[config.mk]
export PLATFORM = sky130hd
export DESIGN_NAME = me_job_sequencer
export DESIGN_NICKNAME = d
export VERILOG_FILES = /design/src/rtl/me_seq_pkg.sv /design/src/rtl/me_seq_outbuf.sv /design/src/rtl/me_job_sequencer.sv
export SDC_FILE = /design/constraint.sdc
export NUM_CORES = 1
export LEC_CHECK = 0
export ABC_AREA = 1
export CAP_MARGIN = 20
export CORE_MARGIN = 2
export CORE_UTILIZATION = 40
export DETAILED_ROUTE_END_ITERATION = 10
export PLACE_DENSITY = 0.72
export SKIP_CTS_REPAIR_TIMING = 1
export SYNTH_ARGS = -nofsm -noshare
export SYNTH_HDL_FRONTEND = slang
export SYNTH_SLANG_ARGS = --single-unit
[constraint.sdc]
create_clock -name clk -period 2 [get_ports clk]
set_input_delay 0.4 -clock clk [delete_from_list [all_inputs] [get_ports clk]]
set_output_delay 0.4 -clock clk [all_outputs]
set_load 0.005 [all_outputs]
[src/rtl/me_seq_pkg.sv]
// rtl/me_seq_pkg.sv - LilME opcodes and job sequencer state encoding
package me_seq_pkg;

  localparam logic [2:0] OP_IDLE   = 3'b000;
  localparam logic [2:0] OP_LDADDR = 3'b001;
  localparam logic [2:0] OP_LDA    = 3'b010;
  localparam logic [2:0] OP_LDB    = 3'b011;
  localparam logic [2:0] OP_MUL    = 3'b101;
  localparam logic [2:0] OP_READ   = 3'b111;

  typedef enum logic [2:0] {
    S_IDLE,
    S_ADDR,
    S_LOAD_A,
    S_LOAD_B,
    S_MUL,
    S_WAIT,
    S_READ
  } seq_state_e;

endpackage

[src/rtl/me_seq_outbuf.sv]
// rtl/me_seq_outbuf.sv - 2-entry result FIFO carrying {last, data}
module me_seq_outbuf #(
  parameter int W = 33
) (
  input  logic         clk,
  input  logic         rst_n,
  input  logic         s_tvalid,
  input  logic [W-1:0] s_tdata,
  output logic         m_tvalid,
  input  logic         m_tready,
  output logic [W-1:0] m_tdata,
  output logic [1:0]   count
);

  logic [W-1:0] mem_q [2];
  logic [W-1:0] mem_d [2];
  logic         wr_q, wr_d, rd_q, rd_d;
  logic [1:0]   cnt_q, cnt_d;
  logic         push, pop;

  always_comb begin
    mem_d = mem_q;
    wr_d  = wr_q;
    rd_d  = rd_q;
    push  = s_tvalid && (cnt_q != 2'd2);
    pop   = (cnt_q != 2'd0) && m_tready;
    if (push) begin
      mem_d[wr_q] = s_tdata;
      wr_d        = ~wr_q;
    end
    if (pop) rd_d = ~rd_q;
    cnt_d = cnt_q + {1'b0, push} - {1'b0, pop};
  end

  always_ff @(posedge clk or negedge rst_n) begin
    if (!rst_n) begin
      mem_q[0] <= '0;
      mem_q[1] <= '0;
      wr_q     <= 1'b0;
      rd_q     <= 1'b0;
      cnt_q    <= 2'd0;
    end else begin
      mem_q <= mem_d;
      wr_q  <= wr_d;
      rd_q  <= rd_d;
      cnt_q <= cnt_d;
    end
  end

  assign m_tvalid = (cnt_q != 2'd0);
  assign m_tdata  = mem_q[rd_q];
  assign count    = cnt_q;

endmodule

[src/rtl/me_job_sequencer.sv]
// rtl/me_job_sequencer.sv - runs one LilME matrix-multiply job from a host stream
// Define ME_SEQ_TIMEOUT_EN to bound WAIT by TMO cycles and add the timeout_err port.
module me_job_sequencer
  import me_seq_pkg::*;
#(
  parameter int dw     = 31,
  parameter int aw     = 31,
  parameter int row    = 4,
  parameter int col    = 4,
  parameter int RD_LAT = 1
`ifdef ME_SEQ_TIMEOUT_EN
  , parameter int TMO  = 1024
`endif
) (
  input  logic          clk,
  input  logic          reset,
  input  logic          cmd_valid,
  output logic          cmd_ready,
  input  logic [aw:0]   cmd_addr,
  input  logic          in_valid,
  output logic          in_ready,
  input  logic [dw:0]   in_data,
  output logic          out_valid,
  input  logic          out_ready,
  output logic [dw:0]   out_data,
  output logic          out_last,
  output logic          done,
  output logic [2:0]    ME_opcode,
  output logic          A_opcode,
  output logic          B_opcode,
  output logic [aw:0]   Address_out,
  output logic [dw:0]   Data_in,
  input  logic          Busy,
  input  logic [dw:0]   result
`ifdef ME_SEQ_TIMEOUT_EN
  , output logic        timeout_err
`endif
);

  localparam int N  = row * col;
  localparam int CW = $clog2(N + 1);
  localparam logic [CW-1:0] LAST = CW'(N - 1);

  seq_state_e    state_q, state_d;
  logic [aw:0]   addr_q, addr_d, addr_out_q, addr_out_d;
  logic [dw:0]   data_in_q, data_in_d;
  logic [CW-1:0] cnt_q, cnt_d, cap_q, cap_d;
  logic [1:0]    infl_q, infl_d, fifo_cnt;
  logic [RD_LAT:0] rd_pipe_q, rd_pipe_d;
  logic [2:0]    me_op_q, me_op_d;
  logic          a_op_q, a_op_d, b_op_q, b_op_d, cmd_rdy_q, cmd_rdy_d;
  logic          issue, capture, head_last;
  logic [dw+1:0] head;
`ifdef ME_SEQ_TIMEOUT_EN
  localparam int TW = $clog2(TMO + 1);
  logic [TW-1:0] tmo_q, tmo_d;
  logic          tmo_err_q, tmo_err_d;
`endif

  // rd_pipe bit RD_LAT marks the cycle the engine result for a READ is valid
  assign capture = rd_pipe_q[RD_LAT];

  always_comb begin
    state_d    = state_q;
    addr_d     = addr_q;
    cnt_d      = cnt_q;
    cap_d      = cap_q;
    me_op_d    = OP_IDLE;
    a_op_d     = 1'b0;
    b_op_d     = 1'b0;
    addr_out_d = addr_out_q;
    data_in_d  = data_in_q;
    issue      = 1'b0;
    done       = 1'b0;
    in_ready   = 1'b0;
`ifdef ME_SEQ_TIMEOUT_EN
    tmo_d      = tmo_q;
    tmo_err_d  = tmo_err_q;
`endif
    case (state_q)
      S_IDLE: if (cmd_rdy_q && cmd_valid) begin
        addr_d  = cmd_addr;
        cnt_d   = '0;
        state_d = S_ADDR;
`ifdef ME_SEQ_TIMEOUT_EN
        tmo_err_d = 1'b0;
`endif
      end
      S_ADDR: begin
        me_op_d    = OP_LDADDR;
        addr_out_d = addr_q;
        cnt_d      = '0;
        state_d    = S_LOAD_A;
      end
      S_LOAD_A, S_LOAD_B: begin
        in_ready = 1'b1;
        if (in_valid) begin
          me_op_d   = (state_q == S_LOAD_A) ? OP_LDA : OP_LDB;
          a_op_d    = (state_q == S_LOAD_A);
          b_op_d    = (state_q == S_LOAD_B);
          data_in_d = in_data;
          cnt_d     = cnt_q + CW'(1);
          if (cnt_q == LAST) begin
            cnt_d   = '0;
            state_d = (state_q == S_LOAD_A) ? S_LOAD_B : S_MUL;
          end
        end
      end
      S_MUL: begin
        me_op_d = OP_MUL;
        cnt_d   = '0;
        state_d = S_WAIT;
`ifdef ME_SEQ_TIMEOUT_EN
        tmo_d   = '0;
`endif
      end
      S_WAIT: begin
        // cnt_q==0 only in the first WAIT cycle, where Busy may still be low
        cnt_d = CW'(1);
`ifdef ME_SEQ_TIMEOUT_EN
        tmo_d = tmo_q + TW'(1);
`endif
        if (cnt_q != '0 && !Busy) begin
          cnt_d   = '0;
          cap_d   = '0;
          state_d = S_READ;
        end
`ifdef ME_SEQ_TIMEOUT_EN
        else if (tmo_q == TW'(TMO - 1)) begin
          tmo_err_d = 1'b1;
          cnt_d     = '0;
          state_d   = S_IDLE;
        end
`endif
      end
      S_READ: begin
        if (cnt_q != CW'(N) && (({1'b0, fifo_cnt} + {1'b0, infl_q}) < 3'd2)) begin
          issue   = 1'b1;
          me_op_d = OP_READ;
          cnt_d   = cnt_q + CW'(1);
        end
        if (out_valid && out_ready && head_last) begin
          done    = 1'b1;
          cnt_d   = '0;
          state_d = S_IDLE;
        end
      end
      default: state_d = S_IDLE;
    endcase
    if (capture) cap_d = cap_q + CW'(1);
    infl_d    = infl_q + {1'b0, issue} - {1'b0, capture};
    rd_pipe_d = {rd_pipe_q[RD_LAT-1:0], issue};
    cmd_rdy_d = (state_d == S_IDLE);
  end

  always_ff @(posedge clk or negedge reset) begin
    if (!reset) begin
      state_q    <= S_IDLE;
      addr_q     <= '0;
      addr_out_q <= '0;
      data_in_q  <= '0;
      cnt_q      <= '0;
      cap_q      <= '0;
      infl_q     <= '0;
      rd_pipe_q  <= '0;
      me_op_q    <= OP_IDLE;
      a_op_q     <= 1'b0;
      b_op_q     <= 1'b0;
      cmd_rdy_q  <= 1'b0;
    end else begin
      state_q    <= state_d;
      addr_q     <= addr_d;
      addr_out_q <= addr_out_d;
      data_in_q  <= data_in_d;
      cnt_q      <= cnt_d;
      cap_q      <= cap_d;
      infl_q     <= infl_d;
      rd_pipe_q  <= rd_pipe_d;
      me_op_q    <= me_op_d;
      a_op_q     <= a_op_d;
      b_op_q     <= b_op_d;
      cmd_rdy_q  <= cmd_rdy_d;
    end
  end

`ifdef ME_SEQ_TIMEOUT_EN
  always_ff @(posedge clk or negedge reset) begin
    if (!reset) begin
      tmo_q     <= '0;
      tmo_err_q <= 1'b0;
    end else begin
      tmo_q     <= tmo_d;
      tmo_err_q <= tmo_err_d;
    end
  end
  assign timeout_err = tmo_err_q;
`endif

  me_seq_outbuf #(.W(dw + 2)) u_outbuf (
    .clk      (clk),
    .rst_n    (reset),
    .s_tvalid (capture),
    .s_tdata  ({cap_q == LAST, result}),
    .m_tvalid (out_valid),
    .m_tready (out_ready),
    .m_tdata  (head),
    .count    (fifo_cnt)
  );

  assign head_last   = head[dw+1];
  assign out_data    = head[dw:0];
  assign out_last    = out_valid && head_last;
  assign cmd_ready   = cmd_rdy_q;
  assign ME_opcode   = me_op_q;
  assign A_opcode    = a_op_q;
  assign B_opcode    = b_op_q;
  assign Address_out = addr_out_q;
  assign Data_in     = data_in_q;

endmodule

; ---- After elaboration in Yosys (flattened, before gate mapping)
; Cells that the tools add are included.
[word_totals]
out_inout_bits = 106
register_bits = 189
inputBits = 102
[classes]
n_reduce_logical = 22
magnitude_cmp = 4
bitwise = 4
n_mux = 36
addsub = 7
n_eq_ne = 13
[ops]
columns = op, n
row1 = two-way mux 33 bit, 4
row2 = bitwise mux 66 bit, 1
row3 = two-way mux 5 bit, 8
row4 = demux 33 bit (select 1 bit), 1
row5 = case mux 5 bit (5 select lines), 1
row6 = two-way mux 3 bit, 7
row7 = case mux 3 bit (6 select lines), 1
row8 = case mux 3 bit (4 select lines), 1
row9 = two-way mux 1 bit, 11
row10 = adder 5 x 1 -> 5 bit (second input constant), 2
row11 = == test 5 x 4 -> 1 bit (second input constant), 2
row12 = nonzero test 5 bit, 2
row13 = == test 3 bit (second input constant), 3
row14 = logical AND 1 bit, 8
row15 = == test 3 x 2 -> 1 bit (second input constant), 2
row16 = zero test 3 bit, 2
row17 = != test 2 bit (second input constant), 3
row18 = AND reduction 2 bit, 3
row19 = nonzero test 2 bit, 3
row20 = != test 5 bit (second input constant), 1
row21 = adder 2 x 1 -> 2 bit, 2
row22 = greater-or-equal comparator 2 bit (second input constant), 2
row23 = NOT 1 -> 2 bit, 2
row24 = AND reduction 4 bit, 1
row25 = other kinds (10), 13

; ---- Logic depth before layout (Yosys ltp)
[depth]
depth_word = 8
mapped_depth = 14

; ---- Hierarchy
; A second synthesis with hierarchy kept.
[hier_totals]
cells_unflattened = 965
hier_area_um2 = 8234.1
[by_module_without_submodules]
columns = module, seq_area_each_um2, n_inst, area_per_inst_um2, cells_each
row1 = me_job_sequencer, 2977.9, 1, 4813.4, 536
row2 = me_seq_outbuf, 1751.7, 1, 3420.8, 429

; ---- Worst setup path before layout
; Ideal clock, no wire load.
[synth_path]
path_type = flip-flop to flip-flop
start = register u_outbuf.cnt_q[0] (netlist: u_outbuf.count[0])
end = register infl_q[1]
setup_time_ns = 0.123
path_stages_with_launch = 10
slack_ns = 0.083
path_buffers = 0
arrival_ns = 1.795
synth_period_minus_slack_ns = 1.917
t_required_ns = 1.877
path_cell_list = dfrtp_1 nand2_1 inv_1 fa_1 nor2_1 nand3_1 ha_1 inv_1 ha_1 xnor2_1
[synth_between]
elab_chain_cells = 7
[synth_lines]
columns = item, line_no
row1 = "start, declared", me_seq_outbuf.sv:18  ; logic [1:0] cnt_q, cnt_d;
row2 = "start signal, assigned", me_seq_outbuf.sv:46  ; cnt_q <= cnt_d;
row3 = adder 2 x 2 -> 3 bit, me_job_sequencer.sv:137  ; if (cnt_q != CW'(N) && (({1'b0, fifo_cnt} + {1'b0, infl_q}) < 3'd2)) begin
row4 = less-than comparator 3 x 2 -> 1 bit, me_job_sequencer.sv:137
row5 = logical AND 1 bit, me_job_sequencer.sv:137
row6 = two-way mux 1 bit, me_job_sequencer.sv:137
row7 = two-way mux 1 bit, me_job_sequencer.sv:80  ; case (state_q)
row8 = adder 2 x 1 -> 2 bit, me_job_sequencer.sv:151  ; infl_d = infl_q + {1'b0, issue} - {1'b0, capture};
row9 = subtractor 2 x 1 -> 2 bit, me_job_sequencer.sv:151
row10 = net infl_d[1], me_job_sequencer.sv:48  ; logic [1:0] infl_q, infl_d, fifo_cnt;
row11 = "end signal, assigned", me_job_sequencer.sv:177  ; infl_q <= infl_d;
row12 = "end, declared", me_job_sequencer.sv:48
; The timed path passes the listed nets, and every way through them passes these cells.
; A chain may end at the register's enable or synchronous reset.

; ---- Worst setup path in the final report
[layout_path]
start = register u_outbuf.rd_q
end = output out_data[12]
[layout_between]
elab_chain_cells = 4
[layout_lines]
columns = item, line_no
row1 = "start, declared", me_seq_outbuf.sv:17  ; logic wr_q, wr_d, rd_q, rd_d;
row2 = "start signal, assigned", me_seq_outbuf.sv:45  ; rd_q <= rd_d;
row3 = NOT 1 -> 2 bit (implied by the code), me_seq_outbuf.sv:51  ; assign m_tdata = mem_q[rd_q];
row4 = two-way mux 33 bit (implied by the code) (3 in a row), me_seq_outbuf.sv:51
row5 = "end, declared", me_job_sequencer.sv:25  ; output logic [dw:0] out_data,
; No other way between the ends. The select of a mux whose other input is x is not followed.

==> metrics <==
status=finished with violations; violated checks=setup timing; WP data required=1.60 ns; Comb pwr share=37.2%; crit end category=output port; CP Class=reg -> out; PD cells=roughly 1300 nW/um^2; # diodes=0; Initial Utilization=40.74%; final hold vios=0; switching pwr=around 4.5 mW; Clock Pin Slew Worst Setup and Hold Paths=0.07 ns; Post-Synthesis Cells=908; Post-Syn Nets=1021; DRT Pass-1 Iters=4; Clk Latency, worst-skew pair=0.43 ns; Slew Viols, Final=0; overall die width=144.6 um; worst min path class=reg -> reg; Vias/cell=4.585; Max Cap Viol=0; Worst-Margin Slew=0.6146 ns; Netlist cell types=30; sequential power share=between 30% and 40%; ys async rst share=between 90% and 100%; IO Count=roughly 210; TritonCTS clock tree=built; CTS Buffer Depth=2; die height=144.6 um; synthesized area per cell=8.703 um^2; first-pass GRT wire length=30.59 mm; post-place setup slack=-0.4143 ns; initial DRC count=326; sequential element share of the synthesized area=between 50% and 60%; # setup viols final=8; internal power=9.517 mW; clock buffer count from CTS=17; most common cell after layout, fill and taps aside=nand2_1; P&R area growth vs syn=41.73%; Mapped Area=roughly 7900 um^2; Final Power=between 10 and 15 mW; most frequent cells in the layout=nand2_1 (340), dfrtp_1 (187), clkdlybuf4s50_1 (176); Setup TNS=-1.443 ns; post-route minimum period=2.226 ns; core area=19400 um^2; Final ANT Viol Nets=0; CP Max Fanout=8; PortBufs=207; clock skew=slightly above 0.01 ns; number of global-route vias before repair=approximately 6300; share of cells above drive strength 1=8.604%; RSZ-0062 raised after global routing=yes; Max Freq=449.2 MHz; Yosys warning total=0; Peak VDD IR=0.6820 mV; clock power share=24.2%; Clk Tree Root Cell=clkbuf_16; Synth Flop Type=dfrtp_1; number of synthesized flops with an enable pin=0; H-tree Lvls=4; Slew headroom=59.02%; total track usage=between 10% and 20%; Wirelength per Cell=13.76 um; Arr. time, crit path=~1.8 ns; hold_ws=0.3640 ns; Placer Congestion=0.7993; critical path startpoint category=flip-flop; GRT Residual Overflow=0; final net count=around 1200; synthesized flop and latch total=roughly 190; initial antenna violation count=0; DRT Wirelength=19.32 mm; routed vias=6438; Die ar.=20900 um^2; Final period util=111.3%; largest net degree at the start of global routing=68; FP Rows=between 50 and 60; DP Wirelength=12.83 mm; clk sinks=roughly 190; final worst slack=-0.2262 ns; Leak Pwr=a little under 6 nW; Sw Share=32.34%; post-route DRC violation count=0
worst paths after layout:
check / start / endpoint / slack (ns) / depth (start not counted)
min in group asynchronous: reset / u_outbuf.mem_q[37] / 0.50 / 2
worst min-delay path: rd_pipe_q[0] / rd_pipe_q[1] / 0.36 / 0
max in group asynchronous: reset / Data_in[8] / 0.81 / 3
worst min register to register: rd_pipe_q[0] / rd_pipe_q[1] / 0.36 / 0
worst max-delay path: u_outbuf.rd_q / out_data[12] / -0.23 / 6
worst max register to register: u_outbuf.count[1] / infl_q[1] / -0.01 / 8
layer usage:
metal	up-vias	wire length (um)	GRT usage [%]	share of wire, %
met3	16	2015	8.212	10
li1	3234	-	-	-
met2	214	8743	28.69	45
met5	-	0	0	0
met4	0	171	5.008	0.89
met1	2974	8391	24.28	43
cells in the mapped netlist (2+ instances only):
library cell	n	area, um^2
nand2_1	343	1287
dfrtp_1	189	4730
inv_1	92	345.3
o21ai_0	92	460.4
nor2_1	46	172.7
a21oi_1	36	180.2
buf_2	19	95.09
nand3_1	19	95.09
clkbuf_1	13	48.80
o21ai_1	11	55.05
ha_1	10	125.1
buf_6	5	56.30
inv_2	5	18.77
xnor2_1	4	35.03
nand2_2	3	18.77
buf_4	2	15.01
nand3_2	2	20.02
nand4_1	2	12.51
nor2_2	2	12.51
nor2_4	2	22.52
xor2_1	2	17.52
cell families after synthesis:
kind of cell | synth area share (%)
AO/OA/AOI/OAI | 9.072
AND/OR/NAND/NOR | 21.14
adder cells (fa/ha/maj) | 1.837
flip-flops | 59.85
buffers and inverters | 7.441
XOR/XNOR | 0.6650
metrics by stage:
| stage | instance area, um^2 | std cells | utilization (%) |
|---|---|---|---|
| after floorplan | 7903 | 908 | - |
| after global routing | 11200 | 1404 | 57.74 |
| after global placement | 10350 | 1361 | 53.33 |
| final | 11200 | 1404 | 57.74 |
| after detailed placement | 10350 | 1361 | 53.33 |
| after CTS | 10940 | 1393 | 56.42 |
registers in the layout, summed over array words and instances, names as in the netlist, 2 cells and up:
register and count:
Address_out 32, cap_q 5, cnt_q 5, addr_q 32
state_q 3, rd_pipe_q 2, u_outbuf.mem_q 66, infl_q 2
u_outbuf.count 2, Data_in 32, ME_opcode 3
critical path, stage by stage, from the launching register on:
cell	delay [ns]
dfrtp_1	0.41
inv_2	0.09
buf_8	0.14
buf_8	0.14
nand2_1	0.05
nand2_1	0.05
clkdlybuf4s50_1	0.52
cell type report:
type / count / area, um^2
clock buffers: 19 / 452.9
clock inverters: 13 / 145.1
fillers: 1738 / 8198
inverters: 97 / 364.1
multi-input cells: 581 / 2651
flip-flops and latches: 189 / 4732
well taps: 265 / 331.6
repair buffers: 240 / 2524
power groups by stage:
stage / clock network, mW / logic, mW / registers [mW]
3_3_place_gp: 0 / 4.96 / 5.44
2_1_floorplan: 0 / 2.11 / 5.42
5_1_grt: 3.65 / 5.88 / 5.54
6_report: 3.41 / 5.24 / 5.42
4_1_cts: 3.49 / 5.07 / 5.42
3_5_place_dp: 0 / 5.03 / 5.47
Note: power is estimated with default switching activity, not from simulation.
